File: src/rtl/shifter_seq_pkg.sv
// shifter_seq shared definitions: mode encodings and FSM state type.
// Used by shifter_seq (option macro SHIFTER_SEQ_BARREL_EN) and shifter_step.
package shifter_seq_pkg;

  localparam logic [2:0] MODE_ROL  = 3'd0;
  localparam logic [2:0] MODE_SHLC = 3'd1;
  localparam logic [2:0] MODE_ROR  = 3'd2;
  localparam logic [2:0] MODE_SHRC = 3'd3;
  localparam logic [2:0] MODE_LOAD = 3'd4;
  localparam logic [2:0] MODE_SAR  = 3'd5;
  localparam logic [2:0] MODE_SHL0 = 3'd6;
  localparam logic [2:0] MODE_NOP  = 3'd7;

  typedef enum logic [1:0] {
    IDLE,
    RUN,
    DONE
  } state_t;

endpackage

File: src/rtl/shifter_step.sv
// shifter_step: combinational one-bit rotate/shift step.
// Produces the next register value and the bit removed by this step.
module shifter_step
  import shifter_seq_pkg::*;
#(
  parameter int WIDTH = 16
) (
  input  logic [2:0]       mode,
  input  logic             fill,
  input  logic [WIDTH-1:0] data,
  output logic [WIDTH-1:0] result,
  output logic             out_bit
);

  always_comb begin
    result  = data;
    out_bit = 1'b0;
    unique case (mode)
      MODE_ROL: begin
        result  = {data[WIDTH-2:0], data[WIDTH-1]};
        out_bit = data[WIDTH-1];
      end
      MODE_SHLC: begin
        result  = {data[WIDTH-2:0], fill};
        out_bit = data[WIDTH-1];
      end
      MODE_ROR: begin
        result  = {data[0], data[WIDTH-1:1]};
        out_bit = data[0];
      end
      MODE_SHRC: begin
        result  = {fill, data[WIDTH-1:1]};
        out_bit = data[0];
      end
      MODE_SAR: begin
        result  = {data[WIDTH-1], data[WIDTH-1:1]};
        out_bit = data[0];
      end
      MODE_SHL0: begin
        result  = {data[WIDTH-2:0], 1'b0};
        out_bit = data[WIDTH-1];
      end
      default: begin
        result  = data;
        out_bit = 1'b0;
      end
    endcase
  end

endmodule

File: src/rtl/shifter_seq.sv
// shifter_seq: multi-mode rotate/shift register with start/busy/done.
// Define SHIFTER_SEQ_BARREL_EN for a single-cycle barrel datapath.
module shifter_seq
  import shifter_seq_pkg::*;
#(
  parameter int WIDTH = 16,
  parameter int AMT_W = 5
) (
  input  logic             clk,
  input  logic             rst_n,
  input  logic             start,
  input  logic [2:0]       mode,
  input  logic [AMT_W-1:0] amt,
  input  logic             cin,
  input  logic [WIDTH-1:0] indata,
  output logic             busy,
  output logic             done,
  output logic [WIDTH-1:0] outdata,
  output logic             cout
);

  state_t           state;
  logic [2:0]       mode_q;
  logic             cin_q;
  logic [AMT_W-1:0] cnt;
  logic [WIDTH-1:0] step_d;
  logic             step_o;
  logic             accept;
  logic             quick;

  assign accept = start && (state != RUN);
  assign quick  = (mode == MODE_LOAD) || (mode == MODE_NOP) ||
                  (amt == '0);

  shifter_step #(.WIDTH(WIDTH)) u_step (
    .mode    (mode_q),
    .fill    (cin_q),
    .data    (outdata),
    .result  (step_d),
    .out_bit (step_o)
  );

`ifdef SHIFTER_SEQ_BARREL_EN
  logic [WIDTH-1:0] b_data;
  logic             b_cout;
  logic [31:0]      a32;
  logic [31:0]      rot;
  logic             fill;
  logic [WIDTH-1:0] ones;
  logic [WIDTH:0]   tl;
  logic [WIDTH:0]   tr;

  // Closed form of amt repeated steps; amt beyond WIDTH saturates to fill.
  always_comb begin
    a32    = 32'(amt);
    rot    = a32 % 32'(WIDTH);
    ones   = '1;
    fill   = 1'b0;
    tl     = '0;
    tr     = '0;
    b_data = outdata;
    b_cout = cout;
    unique case (mode)
      MODE_ROL: begin
        b_data = (outdata << rot) | (outdata >> (32'(WIDTH) - rot));
        b_cout = b_data[0];
      end
      MODE_ROR: begin
        b_data = (outdata >> rot) | (outdata << (32'(WIDTH) - rot));
        b_cout = b_data[WIDTH-1];
      end
      MODE_SHLC, MODE_SHL0: begin
        fill   = (mode == MODE_SHLC) ? cin : 1'b0;
        b_data = (outdata << a32) | (fill ? ~(ones << a32) : '0);
        tl     = {1'b0, outdata} << a32;
        b_cout = (a32 > 32'(WIDTH)) ? fill : tl[WIDTH];
      end
      MODE_SHRC, MODE_SAR: begin
        fill   = (mode == MODE_SHRC) ? cin : outdata[WIDTH-1];
        b_data = (outdata >> a32) | (fill ? ~(ones >> a32) : '0);
        tr     = {outdata, 1'b0} >> a32;
        b_cout = (a32 > 32'(WIDTH)) ? fill : tr[0];
      end
      MODE_LOAD: begin
        b_data = indata;
        b_cout = 1'b0;
      end
      default: begin
        b_data = outdata;
        b_cout = cout;
      end
    endcase
    if (a32 == 32'd0 && mode != MODE_LOAD) begin
      b_data = outdata;
      b_cout = cout;
    end
  end
`endif

  always_ff @(posedge clk) begin
    if (!rst_n) begin
      state   <= IDLE;
      mode_q  <= MODE_NOP;
      cin_q   <= 1'b0;
      cnt     <= '0;
      busy    <= 1'b0;
      done    <= 1'b0;
      outdata <= '0;
      cout    <= 1'b0;
    end else begin
      done <= 1'b0;
      if (accept) begin
        mode_q <= mode;
        cin_q  <= cin;
        cnt    <= amt;
`ifdef SHIFTER_SEQ_BARREL_EN
        outdata <= b_data;
        cout    <= b_cout;
        state   <= DONE;
        done    <= 1'b1;
        busy    <= 1'b0;
`else
        if (mode == MODE_LOAD) begin
          outdata <= indata;
          cout    <= 1'b0;
        end
        if (quick) begin
          state <= DONE;
          done  <= 1'b1;
        end else begin
          state <= RUN;
          busy  <= 1'b1;
        end
`endif
      end else if (state == RUN) begin
        outdata <= step_d;
        cout    <= step_o;
        cnt     <= cnt - AMT_W'(1);
        if (cnt == AMT_W'(1)) begin
          state <= DONE;
          done  <= 1'b1;
          busy  <= 1'b0;
        end
      end else begin
        state <= IDLE;
      end
    end
  end

endmodule

File: config.mk
export PLATFORM = sky130hd
export DESIGN_NAME = shifter_seq
export DESIGN_NICKNAME = d
export VERILOG_FILES = /design/src/rtl/shifter_seq_pkg.sv /design/src/rtl/shifter_step.sv /design/src/rtl/shifter_seq.sv
export SDC_FILE = /design/constraint.sdc
export NUM_CORES = 1
export LEC_CHECK = 0
export BUFFER_PORTS_ARGS = -buffer_cell sky130_fd_sc_hd__buf_4
export CORE_ASPECT_RATIO = 1.2
export CORE_MARGIN = 2
export CORE_UTILIZATION = 50
export CTS_BUF_LIST = sky130_fd_sc_hd__clkbuf_2 sky130_fd_sc_hd__clkbuf_4 sky130_fd_sc_hd__clkbuf_8
export CTS_CLUSTER_SIZE = 28
export DETAILED_ROUTE_END_ITERATION = 7
export PLACE_DENSITY = 0.78
export SLEW_MARGIN = 20
export SYNTH_ARGS = -nofsm -noshare
export SYNTH_HDL_FRONTEND = slang
export SYNTH_SLANG_ARGS = --single-unit
export TNS_END_PERCENT = 50
File: constraint.sdc
create_clock -name clk -period 1.88 [get_ports clk]
set_clock_uncertainty 0.2 [all_clocks]
set_input_delay 0.188 -clock clk [delete_from_list [all_inputs] [get_ports clk]]
set_output_delay 0.188 -clock clk [all_outputs]
set_load 0.05 [all_outputs]
==> impl_metrics.tcl, run 1 <==
set metrics [dict create \
    clock_latency_ns 0.29 \
    vias_per_cell 5.67 \
    maxCapViolCount 0 \
    dp_hpwl_um 3170 \
    nFillCells 305 \
    final-setup-viol-count 0 \
    cp.arrival_ns 1.82 \
    cts.path.max_buffers 2 \
    async_reset_ff_share_pct 0 \
    globalplace.congestion 0.862 \
    path_clk_slew_ns 0.07 \
    period_needed_ns 1.83 \
    worst-path-stages 5 \
    cts_sinks 30 \
    rr_worst_depth 5 \
    critical_path.max_stage_delay_ns 0.34 \
    die_y_um 71.9 \
    syn_avg_cell_area_um2 8.90 \
    wl_per_cell_um 14.6 \
    ys_seq_area_share_pct 31.3 \
    yosysWarnings 0 \
    path_class "register to register" \
    worstSetupStartpointType "register" \
    ys_types 39 \
    area_growth_pct 32.7 \
    cpLargestDelayFamily "compound AO/OA/AOI/OAI gates" \
    fin_crit_sh_pct 97.1 \
    grt_pass1_wl_um 7630 \
    postRouteAntennaNets 0 \
    cp_num_buf_inv 1 \
    ys.flop_type "dfxtp_1" \
    grt.overflow.total 0 \
    synth_top_area_cell "dfxtp_1" \
    finalHoldViolCount 0 \
    pin_count 47 \
    vias 1827 \
    slowest_stage "dfxtp_2" \
    die_x_um 60.6 \
    diodes 0 \
    p_leak_nw 1.08 \
    cts_root_buf "clkbuf_8" \
    synth_edf_count 0 \
    fmax_mhz 548 \
    cts.htree.levels 2 \
    synthCells 216 \
    wl_um 4710 \
    grt_pass1_vias 1686 \
    nets 299 \
    start_util_pct 52.5 \
    antenna_found_initial 0 \
    syn_area_mm2 0.00192 \
    vdd_ir_drop_max_mv 0.634 \
    crit_path_end_kind "register" \
    num_rows 24 \
    portBuffers 46 \
    drtIter0Drc 112 \
    hold_depth 3 \
    powerDensity_mw_per_mm2 817 \
    drc_errors 0 \
    dieArea_mm2 0.00436 \
    drt_pass1_iterations 4 \
    grtUsageTotal_pct 22.7 \
    syn_nets 246 \
    synth_area_leaders "dfxtp_1 31%, o41ai_2 9.3%, o211ai_1 7.0%, mux2_4 6.3%, o21ai_0 6.0%" \
    maxSlewViolCount 0 \
    slew-limit-headroom_pct 73.8 \
    drive_above_1_share_pct 38.1 \
    grt_max_degree 48 \
    path_cells "and2b_4, a21oi_4, buf_4, mux2_2, o41ai_1" \
    hold_path_class "primary input to register" \
    crit_required_ns 1.87 \
    cts_buffers 5 \
    synth-seq-cells 30 \
    tightestPinTransition_ns 0.388 \
    rsz0062_at_grt "no" \
    final.setup.tns_ns 0 \
    yosysTopAreaCellShare_pct 31.3 \
    final_util_pct 69.6 \
    status "complete, no violations" \
    cp_max_fo 4 \
    core-area_mm2 0.00366 \
    cts_tree "built" \
]
-- final cells by class --
class | instances | area [µm²] | share of cell area [%]
flip-flops and latches | 30 | 602 | 23.6
clock buffers | 7 | 90.1 | 3.53
well taps | 52 | 65.1 | 2.55
inverters | 6 | 22.5 | 0.883
repair buffers | 67 | 548 | 21.5
multi-input cells | 159 | 1220 | 47.8
clock inverters | 1 | 5.00 | 0.196
-- synth_stat cells, drive strengths merged (4+ instances only) --
cell type and n:
a21oi 21, nor2 10, o21ai 23, inv 6, o211ai 18, dfxtp 30, buf 10, o41ai 16
nor2b 4, nand2 15, nand3 7, clkbuf 11, mux2 15
-- flip-flops by register name, indices dropped and copies added (netlist names) --
name / cells
outdata: 16
cnt: 5
mode_q: 3
state: 2
busy: 1
cin_q: 1
cout: 1
done: 1
-- through the flow --
stage | hold WS, ns | cell area [µm²] | worst slack (ns) | power (mW) | cells
2_1_floorplan | 0.112 | 1920 | 0.0161 | 1.28 | 216
3_3_place_gp | 0.235 | 2390 | 0.0725 | 1.51 | 309
3_5_place_dp | 0.246 | 2390 | 0.0240 | 1.52 | 309
4_1_cts | 0.0513 | 2530 | 0.0296 | 2.09 | 322
5_1_grt | 0.0731 | 2550 | 0.00779 | 2.19 | 322
6_report | 0.0681 | 2550 | 0.0538 | 2.08 | 322
-- routing by layer --
| layer | wire length, µm | vias up | GRT usage [%] |
|---|---|---|---|
| met5 | 0 | - | 0 |
| met4 | 41 | 0 | 8.94 |
| li1 | - | 924 | - |
| met1 | 2120 | 853 | 30.1 |
| met2 | 2370 | 46 | 35.2 |
| met3 | 174 | 4 | 5.17 |
-- path summary, 6_finish.rpt --
path,slack [ns],start,to
setup / recovery,0.05,mode_q[1],outdata[12]
hold / removal,0.07,amt[3],cnt[3]
setup reg to reg,0.05,mode_q[1],outdata[12]
hold reg to reg,0.27,cout,cout
-- worst reg2reg max path: cells and delay by family (launching register included) --
family | cells | cell delay [ns]
and+or+nand+nor | 1 | 0.21
buffers and inverters | 1 | 0.17
AOI/OAI and AO/OA | 2 | 0.49
muxes | 1 | 0.33
DFF | 1 | 0.34
-- cell families (layout without fill, tap and decap cells) --
kind of cell	Yosys count	count (layout)	share of synthesized area, %
AOI/OAI and AO/OA	91	91	37.1
xor gates and xnor gates	1	1	0.456
adders and majority gates	2	2	1.30
buffers and inverters	27	81	6.51
DFF	30	30	31.3
muxes	15	15	10.4
and+or+nand+nor	50	50	13.0
-- placed cells by master, fill, tap and decap left out, types with 2 or more instances in the layout --
master and n:
nor3_1 2, o41ai_2 12, ha_1 2, a22oi_1 3, nand3_1 7, mux2_4 8
o211ai_1 18, and2_1 2, inv_1 6, buf_6 2, dlygate4sd3_1 5, clkbuf_8 6
buf_12 2, dfxtp_1 29, a21oi_1 20, nor2b_1 3, o21ai_0 23, o41ai_1 4
nand2_1 15, and3_1 3, buf_4 58, a21boi_0 3, nand2b_1 2, mux2_2 7
nor2_1 10
-- power breakdown --
group / internal, mW / switching (mW)
Sequential: 0.691 / 0.0469
Combinational: 0.348 / 0.438
Clock: 0.309 / 0.251
-- timing repair --
item / 4_1_cts / 5_1_grt
setup endpoints to repair: 0 / 11
hold endpoints to repair: 5 / 0
setup buffers: 0 / 0
resized for setup: 0 / 4
hold buffers: 5 / 0
Note: power is estimated with default switching activity, not from simulation.
==> run 2, diff against run 1 <==
--- a/config.mk
+++ b/config.mk
@@ -8,11 +8,11 @@
 export BUFFER_PORTS_ARGS = -buffer_cell sky130_fd_sc_hd__buf_4
 export CORE_ASPECT_RATIO = 1.2
 export CORE_MARGIN = 2
-export CORE_UTILIZATION = 50
+export CORE_UTILIZATION = 55
 export CTS_BUF_LIST = sky130_fd_sc_hd__clkbuf_2 sky130_fd_sc_hd__clkbuf_4 sky130_fd_sc_hd__clkbuf_8
 export CTS_CLUSTER_SIZE = 28
 export DETAILED_ROUTE_END_ITERATION = 7
-export PLACE_DENSITY = 0.78
+export PLACE_DENSITY = 0.82
 export SLEW_MARGIN = 20
 export SYNTH_ARGS = -nofsm -noshare
 export SYNTH_HDL_FRONTEND = slang
==> constraint.sdc (replaced) <==
create_clock -name clk -period 1.9 [get_ports clk]
set_clock_uncertainty 0.2 [all_clocks]
set_input_delay 0.19 -clock clk [delete_from_list [all_inputs] [get_ports clk]]
set_output_delay 0.19 -clock clk [all_outputs]
set_load 0.05 [all_outputs]
==> run 2 against run 1 <==
Against the previous run: fmax grew 0.61%; sequential share of layout area is 0.21 points lower; non-clock buffer count grew 1; largest power group unchanged; cell area grew 0.69%; utilization up 7.3 points; first-iteration DRC count shrank 21%; clock power grew 20%; sequential power fell by 0.8%; highest routed layer unchanged; via count up 2.8%.
==> impl_metrics.tcl, run 2 (synthesized netlist as in run 1, its figures left out) <==
set metrics [dict create \
    setup_slack_ns 0.0848 \
    hold_path_class "primary input to register" \
    worstSetupStartpointType "register" \
    finalHoldViolCount 0 \
    core-area_mm2 0.00334 \
    drt_pass1_iterations 4 \
    pin_count 47 \
    cts_buffers 5 \
    clock_latency_ns 0.29 \
    hold_depth 3 \
    cts_root_buf "clkbuf_8" \
    nFillCells 242 \
    dieArea_mm2 0.00399 \
    powerDensity_mw_per_mm2 854 \
    die_x_um 58.0 \
    path_clk_slew_ns 0.07 \
    vias 1879 \
    grt_max_degree 48 \
    slowest_stage "dfxtp_1" \
    regMostFlops "outdata" \
    vias_per_cell 6.12 \
    cpLargestDelayFamily "compound AO/OA/AOI/OAI gates" \
    area_growth_pct 33.7 \
    pre_cts_slack_ns 0.0641 \
    grt_pass1_wl_um 7950 \
    nets 300 \
    diodes 0 \
    wl_um 4900 \
    period_needed_ns 1.82 \
    crit_path_end_kind "register" \
    final_util_pct 76.9 \
    globalplace.congestion 0.838 \
    wl_per_cell_um 15.9 \
    fmax_mhz 551 \
    p_leak_nw 1.11 \
    fin_crit_sh_pct 95.5 \
    dp_hpwl_um 3280 \
    cts_sinks 30 \
    cp_max_fo 7 \
    cp.arrival_ns 1.81 \
    reg_top3 "outdata: 16 flops, cnt: 5 flops, mode_q: 3 flops" \
    drc_errors 0 \
    die_y_um 68.8 \
    path_cells "and2b_4, a21oi_4, buf_4, mux2_4, o41ai_2" \
    final_common_cell "buf_4" \
    maxSlewViolCount 0 \
    power_mw 2.19 \
    maxCapViolCount 0 \
    cts.path.max_buffers 2 \
    cts.htree.levels 2 \
    num_rows 23 \
    worst-path-stages 5 \
    postCtsSetupBuffers 0 \
    drive_above_1_share_pct 39.3 \
    cts_tree "built" \
    crit_required_ns 1.89 \
    rr_worst_depth 5 \
    grt.overflow.total 0 \
    tightestPinTransition_ns 0.427 \
    status "complete, no violations" \
    slew-limit-headroom_pct 71.5 \
    portBuffers 46 \
    start_util_pct 57.6 \
    most-common-layout-cells "61 x buf_4, 30 x dfxtp_1, 23 x o21ai_0, 20 x a21oi_1, 18 x o211ai_1" \
    antenna_found_initial 0 \
    drtIter0Drc 88 \
    largest_reg_flops 16 \
    postRouteAntennaNets 0 \
    grt_pass1_vias 1749 \
    final-setup-viol-count 0 \
    rsz0062_at_grt "yes" \
    cp_num_buf_inv 1 \
    final.setup.tns_ns 0 \
    path_class "register to register" \
    critical_path.max_stage_delay_ns 0.35 \
    vdd_ir_drop_max_mv 0.635 \
    grtUsageTotal_pct 26.1 \
]
==> run 2: where the power goes <==
| group | switching (mW) | internal [mW] |
|---|---|---|
| clock network | 0.257 | 0.419 |
| logic | 0.440 | 0.345 |
| registers | 0.0485 | 0.683 |
| total | 0.745 | 1.45 |
==> run 2: path summary, 6_finish.rpt <==
kind                   from    endpoint  slack [ns]
setup / recovery  mode_q[1]  outdata[3]        0.08
setup reg to reg  mode_q[1]  outdata[3]        0.08
hold / removal       amt[2]      cnt[2]        0.03
hold reg to reg        cout        cout        0.26
==> run 2: stage by stage <==
| stage | std cells | hold WS [ns] | instance area (µm²) |
|---|---|---|---|
| final | 307 | 0.0275 | 2570 |
| after global routing | 307 | 0.0497 | 2570 |
| after CTS | 307 | 0.0174 | 2540 |
| after detailed placement | 295 | 0.251 | 2380 |
| after global placement | 295 | 0.247 | 2380 |
| after floorplan | 216 | 0.114 | 1920 |
==> run 2: area by class of cell <==
cell class	count	area [µm²]	area share, %
well taps	37	46.3	1.80
repair buffers	68	548	21.3
flip-flops and latches	30	601	23.4
clock inverters	1	30.0	1.17
clock buffers	6	82.6	3.21
multi-input cells	159	1240	48.2
inverters	6	22.5	0.877
==> run 2: routing by layer <==
metal,share of wire [%],vias up,GRT usage (%)
li1,-,922,-
met1,44,895,29.7
met2,51,51,46.3
met3,3.8,11,5.41
met4,2.0,0,12.8
met5,0,-,0
==> run 2: what timing repair did <==
| item | CTS | global route |
|---|---|---|
| endpoints found under the setup margin | 0 | 7 |
| hold buffers | 5 | 0 |
| endpoints found under the hold margin | 5 | 0 |
| resized for setup | 0 | 5 |
==> run 2: worst reg2reg max path: stages, from the launching register on <==
cell and delay, ns:
dfxtp_1 0.35, and2b_4 0.22, a21oi_4 0.16, buf_4 0.21, mux2_4 0.32, o41ai_2 0.26
